**src/rtl/memory_stage.sv**
```systemverilog
// rtl/memory_stage.sv - RISC-V memory stage: data-memory access FSM, branch resolve, write-back register
// A held access is issued once; DONE drops the stall for one cycle so the pipeline advances before IDLE can re-issue.
module memory_stage #(
   parameter int DATA_W  = 32,
   parameter int ADDR_W  = 5,
   parameter int PC_W    = 32,
   parameter int TIMEOUT = 255
) (
   input  logic              clk,
   input  logic              reset,
   input  logic              rf_we_i,
   input  logic              mem_we_i,
   input  logic              mem2rf_i,
   input  logic              branch_i,
   input  logic              check_eq_i,
   input  logic [DATA_W-1:0] mem_wdata_i,
   input  logic [ADDR_W-1:0] rf_waddr_i,
   input  logic [DATA_W-1:0] alu_result_i,
   input  logic [PC_W-1:0]   pc_branch_i,
   output logic              mem_req_o,
   output logic              mem_wr_o,
   output logic [DATA_W-1:0] mem_addr_o,
   output logic [DATA_W-1:0] mem_wdata_o,
   input  logic              mem_ready_i,
   input  logic [DATA_W-1:0] mem_rdata_i,
   output logic              stall_o,
   output logic              pc_src_o,
   output logic [PC_W-1:0]   pc_branch_o,
   output logic              rf_we_o,
   output logic [ADDR_W-1:0] rf_waddr_o,
   output logic [DATA_W-1:0] rf_wdata_o,
   output logic              err_o
);

   typedef enum logic [1:0] {S_IDLE, S_REQ, S_DONE} state_t;

   state_t            r_state;
   state_t            w_next;
   logic [7:0]        r_cnt;
   logic [DATA_W-1:0] r_addr;
   logic [DATA_W-1:0] r_wdata;
   logic [DATA_W-1:0] r_rbuf;
   logic              r_wr;
   logic              r_err;
   logic              w_access;
   logic              w_load;
   logic              w_timeout;
   logic              w_stall;
   logic              w_req;

   assign w_access  = mem_we_i | mem2rf_i;
   // A store wins when both flags are set, so memory data never reaches write-back.
   assign w_load    = mem2rf_i & ~mem_we_i;
   assign w_timeout = (r_cnt == 8'(TIMEOUT - 1));

   always_ff @(posedge clk or posedge reset) begin
      if (reset) r_state <= S_IDLE;
      else       r_state <= w_next;
   end

   always_comb begin
      w_next = r_state;
      case (r_state)
         S_IDLE:  if (w_access) w_next = S_REQ;
         S_REQ:   if (mem_ready_i || w_timeout) w_next = S_DONE;
         S_DONE:  w_next = S_IDLE;
         default: w_next = S_IDLE;
      endcase
   end

   always_comb begin
      w_req   = 1'b0;
      w_stall = 1'b0;
      case (r_state)
         S_IDLE:  w_stall = w_access;
         S_REQ:   begin w_req = 1'b1; w_stall = 1'b1; end
         default: ;
      endcase
   end

   assign mem_req_o   = w_req;
   assign stall_o     = w_stall & ~reset;
   assign mem_wr_o    = r_wr;
   assign mem_addr_o  = r_addr;
   assign mem_wdata_o = r_wdata;
   assign err_o       = r_err;

   always_ff @(posedge clk or posedge reset) begin
      if (reset) begin
         r_cnt   <= '0;
         r_addr  <= '0;
         r_wdata <= '0;
         r_wr    <= 1'b0;
         r_rbuf  <= '0;
         r_err   <= 1'b0;
      end else begin
         case (r_state)
            S_IDLE: begin
               if (w_access) begin
                  r_addr  <= alu_result_i;
                  r_wdata <= mem_wdata_i;
                  r_wr    <= mem_we_i;
                  r_cnt   <= '0;
               end
            end
            S_REQ: begin
               if (mem_ready_i) begin
                  r_rbuf <= mem_rdata_i;
               end else if (w_timeout) begin
                  r_err  <= 1'b1;
                  r_rbuf <= '0;
               end else begin
                  r_cnt  <= r_cnt + 8'd1;
               end
            end
            default: ;
         endcase
      end
   end

   assign pc_src_o    = branch_i & (check_eq_i ? (alu_result_i == '0) : (alu_result_i != '0));
   assign pc_branch_o = pc_branch_i;

   // Stall cycles become write-back bubbles; address and data hold their last values.
   always_ff @(posedge clk or posedge reset) begin
      if (reset) begin
         rf_we_o    <= 1'b0;
         rf_waddr_o <= '0;
         rf_wdata_o <= '0;
      end else if (w_stall) begin
         rf_we_o    <= 1'b0;
      end else begin
         rf_we_o    <= rf_we_i;
         rf_waddr_o <= rf_waddr_i;
         rf_wdata_o <= w_load ? r_rbuf : alu_result_i;
      end
   end

endmodule

```
**config.mk**
```make
export PLATFORM = sky130hd
export DESIGN_NAME = memory_stage
export DESIGN_NICKNAME = d
export VERILOG_FILES = /design/src/rtl/memory_stage.sv
export SDC_FILE = /design/constraint.sdc
export NUM_CORES = 1
export LEC_CHECK = 0
export BUFFER_PORTS_ARGS = -buffer_cell sky130_fd_sc_hd__buf_2
export CORE_MARGIN = 2
export CORE_UTILIZATION = 30
export CTS_BUF_LIST = sky130_fd_sc_hd__clkbuf_8
export DETAILED_ROUTE_END_ITERATION = 10
export PLACE_DENSITY_LB_ADDON = 0.08
export SETUP_SLACK_MARGIN = 0.5
export SYNTH_ARGS = -nofsm -noshare
export SYNTH_HDL_FRONTEND = slang
export SYNTH_SLANG_ARGS = --single-unit
```
**constraint.sdc**
```tcl
create_clock -name clk -period 4.5 [get_ports clk]
set_input_delay 0.45 -clock clk [delete_from_list [all_inputs] [get_ports clk]]
set_output_delay 0.45 -clock clk [all_outputs]
set_load 0.02 [all_outputs]
```
* Word level (Yosys, flattened, before mapping)
Cells that the tools add are included.
** Operators by class
- $add $sub $neg :: 1
- Equal/unequal tests :: 6
- Multiplexer cells :: 14
- Bitwise gates (word level) :: 7
- Reductions and logical operators :: 11
** Operators with widths (count)
- 2-to-1 mux 32 bit :: 3
- logical NOT 32 bit :: 1
- nonzero test 32 bit :: 1
- 2-to-1 mux 8 bit :: 3
- one-hot mux 8 bit (2 select lines) :: 1
- adder 8 x 1 -> 8 bit (second input constant) :: 1
- == test 8 bit (second input constant) :: 1
- inequality test 2 bit (second input constant) :: 4
- AND reduction 2 bit :: 3
- 2-to-1 mux 2 bit :: 2
- one-hot mux 2 bit (2 select lines) :: 1
- AND reduction 4 bit :: 1
- nonzero test 2 bit :: 2
- bitwise AND 1 bit :: 3
- 2-to-1 mux 1 bit :: 3
- NOT 1 bit :: 3
- AND reduction 3 bit :: 1
- == test 2 x 1 -> 1 bit (second input constant) :: 1
- logical NOT 2 bit :: 1
- one-hot mux 1 bit (2 select lines) :: 1
- logical OR 1 bit :: 1
- OR 1 bit :: 1
** Word-level totals
- Bits in registers :: 146
- Output and inout port bits :: 139
- Word-level logic and storage cells :: 49

* Depth between registers and ports, before layout
Gate-level depths: netlist of the first run.
- Depth in word-level cells :: 4
- Mapped depth :: 7
- Gate-level depth less buffers :: 6

* Worst setup path after synthesis of the first run
Ideal clock, no wire load.
- Path kind :: input-to-output
- Start :: in alu_result_i[5]
- End :: out pc_src_o
- Arrival time :: 1.385 ns
- Required time :: 4.050 ns
- Slack :: 2.665 ns
- Cell stages on the path :: 4
- Cell sequence :: nor4_1 > nand4_1 > or3_1 > and3_1
** Between the ends
- Cells in the longest elaborated chain, start to end :: 3
- Elaborated cells between the ends (all ways) :: 4
** Ends and longest elaborated chain
- start, declared :: RTL line 18 : input logic [DATA_W-1:0] alu_result_i,
- nonzero test 32 bit or logical NOT 32 bit (tied branches) :: RTL line 121 : assign pc_src_o = branch_i & (check_eq_i ? (alu_result_i == '0) : (alu_result_i != '0));
- 2-to-1 mux 1 bit * :: RTL line 121
- bitwise AND 1 bit * :: RTL line 121
- end, declared :: RTL line 27 : output logic pc_src_o,
Every way passes the cells marked *; elsewhere a longest branch is shown, timed or not.

* Final worst setup path of the first run
- Start :: in alu_result_i[22]
- End :: out pc_src_o
Same word-level chain as after synthesis.

==> results of run 1 <==
-- placed cells by master, fill, tap and decap left out, types with 3 or more instances in the layout --
cell and count:
mux2i_1 32, nor2_1 3, bufinv_16 3, buf_4 6
nor3_1 4, o21ai_0 36, nor4_1 8, mux2_2 49
mux2_1 20, buf_2 215, clkinvlp_4 5, nand2_1 36
a21o_1 3, clkbuf_8 19, dfrtp_1 146, inv_6 3
a22o_1 33, inv_1 5, nand3_1 6
-- routing by layer --
layer,vias up,wire length (um)
met3,57,993
met4,0,524
met1,2163,7376
li1,2017,-
met5,-,0
met2,131,8206
-- flip-flops by register name, summed over array words and instances (netlist names) --
signal,flops
r_cnt,8
r_rbuf,32
r_state,2
rf_waddr_o,5
mem_addr_o,32
mem_wr_o,1
mem_wdata_o,32
rf_wdata_o,32
rf_we_o,1
err_o,1
-- path summary, 6_finish.rpt --
| path | cells after the start | slack (ns) | endpoint | from |
|---|---|---|---|---|
| setup reg to reg | 6 | 2.36 | r_rbuf[24]$_DFFE_PP0P_ | r_cnt[0]$_DFFE_PP0P_ |
| max in group asynchronous | 3 | 3.43 | rf_wdata_o[15]$_DFFE_PP0N_ | reset |
| setup / recovery | 6 | 2.08 | pc_src_o | alu_result_i[22] |
| min in group asynchronous | 3 | 0.30 | mem_wdata_o[0]$_DFFE_PP0P_ | reset |
| hold reg to reg | 1 | 0.47 | err_o$_DFFE_PP0P_ | err_o$_DFFE_PP0P_ |
| hold / removal | 2 | 0.20 | mem_wdata_o[19]$_DFFE_PP0P_ | mem_wdata_i[19] |
-- power by group through the flow --
stage | Sequential, mW | Clock [mW] | Combinational (mW)
floorplan | 2.82 | 0 | 1.02
global placement | 2.27 | 0 | 2.33
detailed placement | 2.29 | 0 | 2.35
CTS | 2.26 | 1.14 | 2.35
global route | 2.35 | 1.20 | 2.50
finish | 2.26 | 1.09 | 2.31
-- metrics by stage --
step | util, % | std cells | cell area (sq um) | setup slack [ns] | total power, mW
floorplan | - | 472 | 6158 | 2.217 | 3.846
global placement | 35.95 | 905 | 7251 | 2.006 | 4.597
detailed placement | 35.95 | 905 | 7251 | 2.002 | 4.634
CTS | 38.01 | 936 | 7667 | 1.994 | 5.753
global route | 38.01 | 936 | 7667 | 1.989 | 6.044
finish | 38.01 | 936 | 7667 | 2.079 | 5.660
-- logic make-up (layout without fill, tap and decap cells) --
group	Yosys count	after routing
compound gates	84	84
mux	101	101
simple gates	75	75
flops	146	146
fa+ha+maj	2	2
buf+inv	64	258
-- area by class of cell --
cell class	count	area, sq um	share of cell area (%)
clock inverter	12	155.1	2.024
multi-input combinational	262	2112	27.55
clock buffer	19	261.5	3.411
timing repair buffer	221	1121	14.62
tap	270	337.8	4.406
sequential	146	3654	47.65
inverter	6	26.28	0.3427
-- worst max-delay path: stages --
cell     delay (ns)
buf_2          0.11
nor4_1         0.47
nand4_1        0.24
or3_1          0.35
and3_1         0.18
buf_2          0.16
==> qor.txt, run 1 <==
Status -> complete, no violations
# nets final -> 797
Post-DP HPWL -> 11890 um
Endpoints failing hold -> 0
Worst Setup Start Kind -> input port
Async SR Flop Fraction -> 100.0%
Die height -> 147.2 um
Switching share of power -> 39.44%
Initial antenna violation count -> 0
Min Hold Slack -> 0.2047 ns
GR Util met1 -> 20.38%
Hold_buf cts -> 0
F_max -> 413.1 MHz
Cell taking the most area after synthesis -> dfrtp_1
First-pass GRT wire length -> 26970 um
GRT Total Usage -> 16.24%
Hold Crit Class -> in -> reg
Synth Instances -> 472
Period utilization -> 53.79%
Largest net degree at the start of global routing -> 79
DRT Pass-1 Iters -> 4
Synth area leaders -> dfrtp_1 59%, mux2_2 9.0%, mux2i_1 5.2%, a22o_1 4.7%, buf_4 4.1%
Synthesized area -> 0.006155 sq mm
CTS root buffer -> clkbuf_8
Post-synthesis mux area share -> 17.83%
Rel. slew slack -> 22.14%
Combinational Power Share -> 40.7%
Routed wire length -> 17100 um
Most common library cells after synthesis -> 146 x dfrtp_1, 49 x mux2_2, 36 x nand2_1, 36 x o21ai_0, 34 x buf_4
Worst-path fanout max -> 3
Main combinational cell family by area after synthesis -> multiplexers
Endpoint class of the critical path -> output pin
Post-route ant nets -> 0
Area of the die -> 0.02168 sq mm
Max Clock Skew -> 0.01491 ns
Vias -> 4368
Top-count cell post-synth -> dfrtp_1
Layout area overhead -> 24.58%
Max cap viols -> 0
ANT cells -> 0
GRT busiest layer -> met2
Flop pwr share -> 39.9%
Synth unique cells -> 38
Post_cts resized -> 0
Max VDD drop -> 0.2834 mV
Slew Limit Fails -> 0
Share of layout cells above drive strength 1 -> 46.85%
Die outline width -> 147.2 um
CTS tree -> built
Clk sink count -> 146
Synth Area in Compound Gates -> 9.453%
Vias in the first global route -> 4729
Num CTS Buffers -> 17
Total negative slack -> 0 ns
Worst-margin pin slew -> 1.164 ns
Internal -> 3.428 mW
Xor/xnor cell area share of the yosys netlist -> 0%
Sequential element share of the synthesized area -> 59.36%
Psw -> 2.232 mW
Syn_area_per_cell -> 13.04 sq um
Buffers on Ports -> 215
Worst path arrival time -> 1.97 ns
Yosys top cell area share -> 59.36%
Num ports -> 280
Clk Latency, worst-skew pair -> 0.45 ns
Clk slew on worst S/H paths -> 0.08 ns
Data required, critical path -> 4.05 ns
Clock share of power -> 19.3%
Met2 Use GR -> 26.43%
GP Congestion -> 0.7611
Core Region -> 0.02017 sq mm
#FFs+latches synth -> 146
Post-synthesis adder-cell area fraction -> 0.4066%
GR met3 Demand/Resource -> 4.565%
RSZ-0062 raised after global routing -> no
Total gr overflow -> 0
Predominant post-synthesis flop cell -> dfrtp_1
Critical path type -> in -> out
# setup viols final -> 0
Synth Area in Simple Gates -> 6.078%
Post-synth EDFFs -> 0
Drt drc -> 0
Setup bufs post-CTS -> 0
Leakage -> 3.857 nW
H-tree depth -> 4
Synthesized net count -> 615
Final Critical Period -> 2.421 ns
Standard-cell rows -> 52
PwrDens -> 738.2 mW/mm^2
Ys Warns -> 0
Maximum clock path buffer count -> 2
WL per Instance -> 18.27 um
Iter 0 DRT Violations -> 193
Starting density of the core -> 30.51%
Fillcell total -> 2031
Post-DR vias/cell -> 4.667
No activity file was read; power rests on OpenSTA's default activity.
==> run 2: changes to the inputs <==
- clock period: 4.5 -> 2.2 ns (I/O delays scaled with it)
==> run 2 against run 1 <==
Count of clock-buffer cells in the layout unchanged. Register-to-register slack got worse by 1.8 ns. Worst hold slack got worse by 0.16 ns. Combinational power increased by 120%. Worst setup slack got worse by 1.7 ns. Die area unchanged. Via count increased by 7.1%. Non-clock buffer count increased by 81. Critical endpoint unchanged.
==> qor.txt, run 2 (synthesized netlist as in run 1, its figures left out) <==
CTS tree -> built
Endpoints failing hold -> 0 (unchanged)
RR Startpoint -> r_state[1]$_DFFE_PP0P_
Clk Latency, worst-skew pair -> 0.44 ns (about the same)
PwrDens -> 1374 mW/mm^2 (+86%)
Area of the die -> 0.02168 sq mm (unchanged)
Min Hold Slack -> 0.04297 ns (-0.1617 ns)
Flop pwr share -> 38.9% (-1.0 points)
Num ports -> 280 (unchanged)
Switching share of power -> 38.89% (-0.55 points)
Post-DP HPWL -> 11820 um (-0.55%)
Leakage -> 4.269 nW (+11%)
Max Clock Skew -> 0.01258 ns (-0.002323 ns)
Drt drc -> 0 (unchanged)
WL per Instance -> 17.67 um (-3.3%)
# setup viols final -> 0 (unchanged)
Rel. slew slack -> 59.51% (+37 points)
Placed insts -> 908 (+0.33%)
Status -> complete, no violations
CTS root buffer -> clkbuf_8
# nets final -> 880 (+10%)
Endpoint class of the critical path -> output pin
Buffers on Ports -> 215 (unchanged)
Post-route ant nets -> 0 (unchanged)
Share of layout cells above drive strength 1 -> 44.19% (-2.7 points)
Commonest non-fill, non-tap cell in the layout -> buf_2
Worst path arrival time -> 1.61 ns (-0.36 ns)
Internal -> 7.241 mW (+110%)
Maximum clock path buffer count -> 2 (unchanged)
GRT Total Usage -> 16.66% (+0.43 points)
Vias in the first global route -> 5008 (+5.9%)
Combinational Power Share -> 42.8% (+2.1 points)
F_max -> 547.8 MHz
First-pass GRT wire length -> 27700 um (+2.7%)
Starting density of the core -> 30.51% (unchanged)
Num CTS Buffers -> 17 (unchanged)
Layout Cells excl Fill -> 1019 (+8.9%)
Die height -> 147.2 um (unchanged)
Finished Cell Area -> 0.008626 sq mm (+13%)
Iter 0 DRT Violations -> 170 (-12%)
Max cap viols -> 0 (unchanged)
Period utilization -> 82.98%
Core Region -> 0.02017 sq mm (unchanged)
Psw -> 4.608 mW (+110%)
Clk sink count -> 146 (unchanged)
CP max stage delay -> 0.40 ns (-0.07 ns)
Largest net degree at the start of global routing -> 76 (-3.8%)
Slowest-stage cell, CP -> or3_1
Max VDD drop -> 0.5675 mV (+100%)
Worst-margin pin slew -> 0.6060 ns (-0.5576 ns)
Worst Setup Start Kind -> input port
Routed wire length -> 18010 um (+5.3%)
ANT cells -> 0 (unchanged)
Fillcell total -> 1964 (-3.3%)
Final Critical Period -> 1.825 ns
Total gr overflow -> 0 (unchanged)
H-tree depth -> 4 (unchanged)
DRT Pass-1 Iters -> 4 (unchanged)
Hold Crit Class -> in -> reg
Die outline width -> 147.2 um (unchanged)
Layout area overhead -> 40.15%
RSZ-0062 raised after global routing -> yes
Worst hold start -> alu_result_i[29]
Initial antenna violation count -> 0 (unchanged)
Dpl cell area -> 0.007323 sq mm (+1.0%)
Worst-path fanout max -> 3 (unchanged)
Vias -> 4679 (+7.1%)
Critical path type -> in -> out
Data required, critical path -> 1.98 ns (-2.07 ns)
Crit-path cells -> buf_2 > nor4_1 > nand4_1 > or3_1 > and3_1 > buf_6
GP Congestion -> 0.7677 (+0.87%)
Most frequent cells in the layout -> 212 x buf_2, 145 x dfrtp_1, 71 x dlygate4sd3_1
Standard-cell rows -> 52 (unchanged)
Post-DR vias/cell -> 4.592 (-1.6%)
Start point of the critical path -> alu_result_i[14]
Slew Limit Fails -> 0 (unchanged)
Total negative slack -> 0 ns (unchanged)
Hold_buf cts -> 71 (+71)
Clock share of power -> 18.3% (-1.0 points)
Clk slew on worst S/H paths -> 0.07 ns (about the same)
[run 2: power by group through the flow]
stage                     registers (mW)  clock network, mW  logic (mW)
after floorplan                     5.78                  0        2.09
after global placement              4.63                  0        4.78
after detailed placement            4.66                  0        4.83
after CTS                           4.63               2.26        5.04
after global routing                4.78               2.39        5.45
final                               4.61               2.17        5.07
[run 2: metrics by stage]
stage               total power [mW]  utilization, %  worst slack, ns
floorplan                      7.867               -           0.1470
global placement               9.410           36.31          0.08144
detailed placement             9.495           36.31           0.1070
CTS                            11.92           42.34           0.3201
global route                   12.61           42.77           0.3271
finish                         11.85           42.77           0.3745
[run 2: final timing paths]
path                                              end  slack [ns]  cells past startpoint
setup reg to reg                 r_cnt[6]$_DFFE_PP0P_        0.59                      5
min in group asynchronous           rf_we_o$_DFF_PP0_        0.50                      4
hold / removal             mem_addr_o[29]$_DFFE_PP0P_        0.04                      2
hold reg to reg                     err_o$_DFFE_PP0P_        0.47                      1
setup / recovery                             pc_src_o        0.37                      6
max in group asynchronous      r_rbuf[25]$_DFFE_PP0P_        1.35                      4
[run 2: final cells by class]
| type | count | area (sq um) | share of cell area [%] |
|---|---|---|---|
| repair buffers | 302 | 1999 | 23.18 |
| clock inverters | 12 | 141.4 | 1.639 |
| multi-input cells | 264 | 2202 | 25.53 |
| inverters | 6 | 28.78 | 0.3336 |
| flip-flops and latches | 146 | 3655 | 42.37 |
| well taps | 270 | 337.8 | 3.916 |
| clock buffers | 19 | 261.5 | 3.032 |
[run 2: timing repair]
| action | 4_1_cts | 5_1_grt |
|---|---|---|
| buffers inserted | 3 | 4 |
| pin swaps | 6 | 4 |
| resized for setup | 18 | 10 |
| gates cloned | 1 | 1 |
| setup endpoints to repair | 53 | 120 |
| endpoints found under the hold margin | 216 | 1 |
[run 2: metal layers]
metal	GRT usage [%]	routed length, um	part of all wire (%)	vias to the layer above
met2	27.13	8568	48	130
met1	20.85	7947	44	2305
met3	4.907	1011	5.6	56
li1	-	-	-	2188
met5	0	0	0	-
met4	6.731	480	2.7	0
[run 2: worst max-delay path, delay by kind of cell]
kind                   cells  cell delay, ns
and+or+nand+nor            4            1.13
buffers and inverters      2            0.26
==> run 3: changes to the inputs <==
- ABC_AREA: default -> 1
- clock period: 2.2 -> 1.75 ns (I/O delays scaled with it)
==> run 3 against run 2 <==
Cell area up 27%. Die area up 4.5%. Critical path depth up 1. Global-route usage up 3.4 points. Register-to-register slack worse by 0.45 ns. Wire length up 28%. Sequential power up 30%. Clock skew down 0.00065 ns. Clock power up 36%. Critical endpoint is now stall_o. Largest cell class unchanged. Highest routed layer unchanged.
==> qor.txt, run 3 <==
Total gr overflow -> 0 (unchanged)
# nets final -> 1138 (+29%)
GP Congestion -> 0.7749 (+0.94%)
Leakage -> 5.406 nW (+27%)
Drt drc -> 0 (unchanged)
Async SR Flop Fraction -> 100.0% (unchanged)
GRT Total Usage -> 20.04% (+3.4 points)
Worst path arrival time -> 1.45 ns (-0.16 ns)
WL per Instance -> 18.02 um (+2.0%)
Data required, critical path -> 1.57 ns (-0.41 ns)
Sequential element share of the synthesized area -> 56.75% (-2.6 points)
First-pass GRT wire length -> 34070 um (+23%)
Synth Instances -> 647 (+37%)
Post-route ant nets -> 0 (unchanged)
H-tree depth -> 4 (unchanged)
Clk sink count -> 146 (unchanged)
Slew Limit Fails -> 0 (unchanged)
Vias -> 5967 (+28%)
Iter 0 DRT Violations -> 250 (+47%)
Period utilization -> 92.99%
Commonest non-fill, non-tap cell in the layout -> buf_2
Layout area overhead -> 70.40%
Psw -> 7.735 mW (+68%)
Area of the die -> 0.02265 sq mm (+4.5%)
Max Clock Skew -> 0.01194 ns (-0.0006472 ns)
Flop pwr share -> 30.4% (-8.5 points)
Post-synthesis mux area share -> 9.971% (-7.9 points)
ANT cells -> 0 (unchanged)
Synth Area in Compound Gates -> 4.781% (-4.7 points)
Top-count cell post-synth -> dfrtp_1
Die outline width -> 150.5 um (+2.2%)
Worst Setup Start Kind -> register
Worst-margin pin slew -> 0.4379 ns (-0.1681 ns)
Num CTS Buffers -> 17 (unchanged)
Post-synthesis adder-cell area fraction -> 0.3887% (-0.018 points)
Maximum clock path buffer count -> 2 (unchanged)
Slowest-stage cell, CP -> dfrtp_2
Rel. slew slack -> 70.81% (+11 points)
CTS tree -> built
Clk Latency, worst-skew pair -> 0.45 ns (about the same)
Largest net degree at the start of global routing -> 71 (-6.6%)
Predominant post-synthesis flop cell -> dfrtp_1
Share of layout cells above drive strength 1 -> 48.51% (+4.3 points)
Most frequent cells in the layout -> 185 x buf_2, 145 x dfrtp_1, 120 x nand2_1
Switching share of power -> 39.10% (+0.22 points)
CP dominant cell by count -> nor2_4
Post-route total power -> 19.78 mW (+67%)
# setup viols final -> 0 (unchanged)
Status -> complete, no violations
Core Region -> 0.02102 sq mm (+4.2%)
Total negative slack -> 0 ns (unchanged)
Worst-path fanout max -> 3 (unchanged)
RSZ-0062 raised after global routing -> yes
Max VDD drop -> 0.7749 mV (+37%)
Main combinational cell family by area after synthesis -> simple AND/OR/NAND/NOR gates
Starting density of the core -> 30.62% (+0.11 points)
Synth Area in Simple Gates -> 19.16% (+13 points)
Clock share of power -> 15.0% (-3.3 points)
CTS root buffer -> clkbuf_8
Die height -> 150.5 um (+2.2%)
Internal -> 12.05 mW (+66%)
Crit-path cells -> inv_2 > nor2_4 > inv_4 > nand2_4 > inv_8 > nor2_4 > buf_6
Endpoints failing hold -> 0 (unchanged)
Final Critical Period -> 1.627 ns
Combinational Power Share -> 54.7% (+12 points)
DRT Pass-1 Iters -> 4 (unchanged)
PwrDens -> 1803 mW/mm^2 (+31%)
Vias in the first global route -> 6115 (+22%)
Synth unique cells -> 26 (-32%)
Xor/xnor cell area share of the yosys netlist -> 0.4082% (+0.41 points)
Standard-cell rows -> 53 (+1.9%)
Max cap viols -> 0 (unchanged)
Hold Crit Class -> in -> reg
Buffers on Ports -> 215 (unchanged)
Most common library cells after synthesis -> 146 x dfrtp_1, 132 x nand2_1, 95 x nand3_1, 60 x nor2_1, 50 x mux2_2
CP max stage delay -> 0.41 ns (about the same)
Ys Warns -> 0 (unchanged)
Synth area leaders -> dfrtp_1 57%, mux2_2 8.7%, nand2_1 7.7%, nand3_1 7.4%, buf_4 4.0%
Clk slew on worst S/H paths -> 0.09 ns (+0.02 ns)
Syn_area_per_cell -> 9.950 sq um (-24%)
F_max -> 614.5 MHz
Final core occ -> 52.18% (+9.4 points)
Synthesized area -> 0.006437 sq mm (+4.6%)
Post-DP HPWL -> 13400 um (+13%)
Post-DR vias/cell -> 4.651 (+1.3%)
Yosys top cell area share -> 56.75% (-2.6 points)
#FFs+latches synth -> 146 (unchanged)
Critical path type -> reg -> out
Initial antenna violation count -> 0 (unchanged)
Num ports -> 280 (unchanged)
Cell taking the most area after synthesis -> dfrtp_1
Routed wire length -> 23120 um (+28%)
Endpoint class of the critical path -> output pin
Post-synth EDFFs -> 0 (unchanged)
Synthesized net count -> 790 (+28%)
## run 3: metrics by stage
stage               setup WS, ns  instances  hold WS, ns  area [sq um]
floorplan                -0.2580        647       0.2812          6787
global route             0.01727       1283     0.002744         10970
detailed placement       0.08606       1087       0.1796          7880
CTS                      0.08844       1253     0.002520         10270
global placement          0.1293       1087       0.1834          7880
finish                    0.1226       1283      0.01752         10970
## run 3: final timing paths
| kind | start | to | slack [ns] | depth (start not counted) |
|---|---|---|---|---|
| max reg2reg | r_state[1]$_DFFE_PP0P_ | mem_wdata_o[31]$_DFFE_PP0P_ | 0.14 | 5 |
| min | alu_result_i[30] | mem_addr_o[30]$_DFFE_PP0P_ | 0.02 | 3 |
| max in group asynchronous | reset | r_rbuf[22]$_DFFE_PP0P_ | 0.75 | 4 |
| max | r_state[0]$_DFFE_PP0P_ | stall_o | 0.12 | 7 |
| min reg2reg | rf_waddr_o[3]$_DFFE_PP0N_ | rf_waddr_o[3]$_DFFE_PP0N_ | 0.48 | 2 |
| min in group asynchronous | reset | rf_wdata_o[26]$_DFFE_PP0N_ | 0.31 | 3 |
## run 3: layer usage
metal	vias up	track usage, %	wire [um]
met4	0	5.236	350
met1	2936	25.93	10300
met3	25	5.212	1243
met2	181	33.34	11220
li1	2825	-	-
met5	-	0	0
## run 3: cells by family after synthesis
logic type               Yosys count
multiplexers                      57
flip-flops                       146
buffers and inverters             92
XOR/XNOR                           3
adder cells (fa/ha/maj)            2
AO/OA/AOI/OAI                     54
AND/OR/NAND/NOR                  293
## run 3: cell type report
cell class	count	area, sq um
clock buffers	17	234.0
fillers	1914	10050
well taps	275	344.1
flip-flops and latches	146	3655
clock inverters	15	203.9
multi-input cells	411	3007
inverters	21	95.09
repair buffers	398	3431
## run 3: power by group through the flow
stage	clock network [mW]	registers, mW	logic (mW)
finish	2.96	6.01	10.8
global route	3.22	6.20	11.5
CTS	3.05	5.93	9.97
detailed placement	0	5.94	7.42
global placement	0	5.86	7.38
floorplan	0	7.33	3.84
## run 3: critical path: cells and delay by family (launching register included)
| family | cells | cell delay [ns] |
|---|---|---|
| flops | 1 | 0.41 |
| simple gates | 3 | 0.32 |
| buf+inv | 4 | 0.25 |
## run 3: timing repair
action                                  4_1_cts  5_1_grt
cloned                                       16        4
gates resized for setup                      93      107
hold buffers                                 97        3
pin swaps                                    32       54
endpoints found under the setup margin      148      168
setup buffers                                21       23
endpoints found under the hold margin       119        4
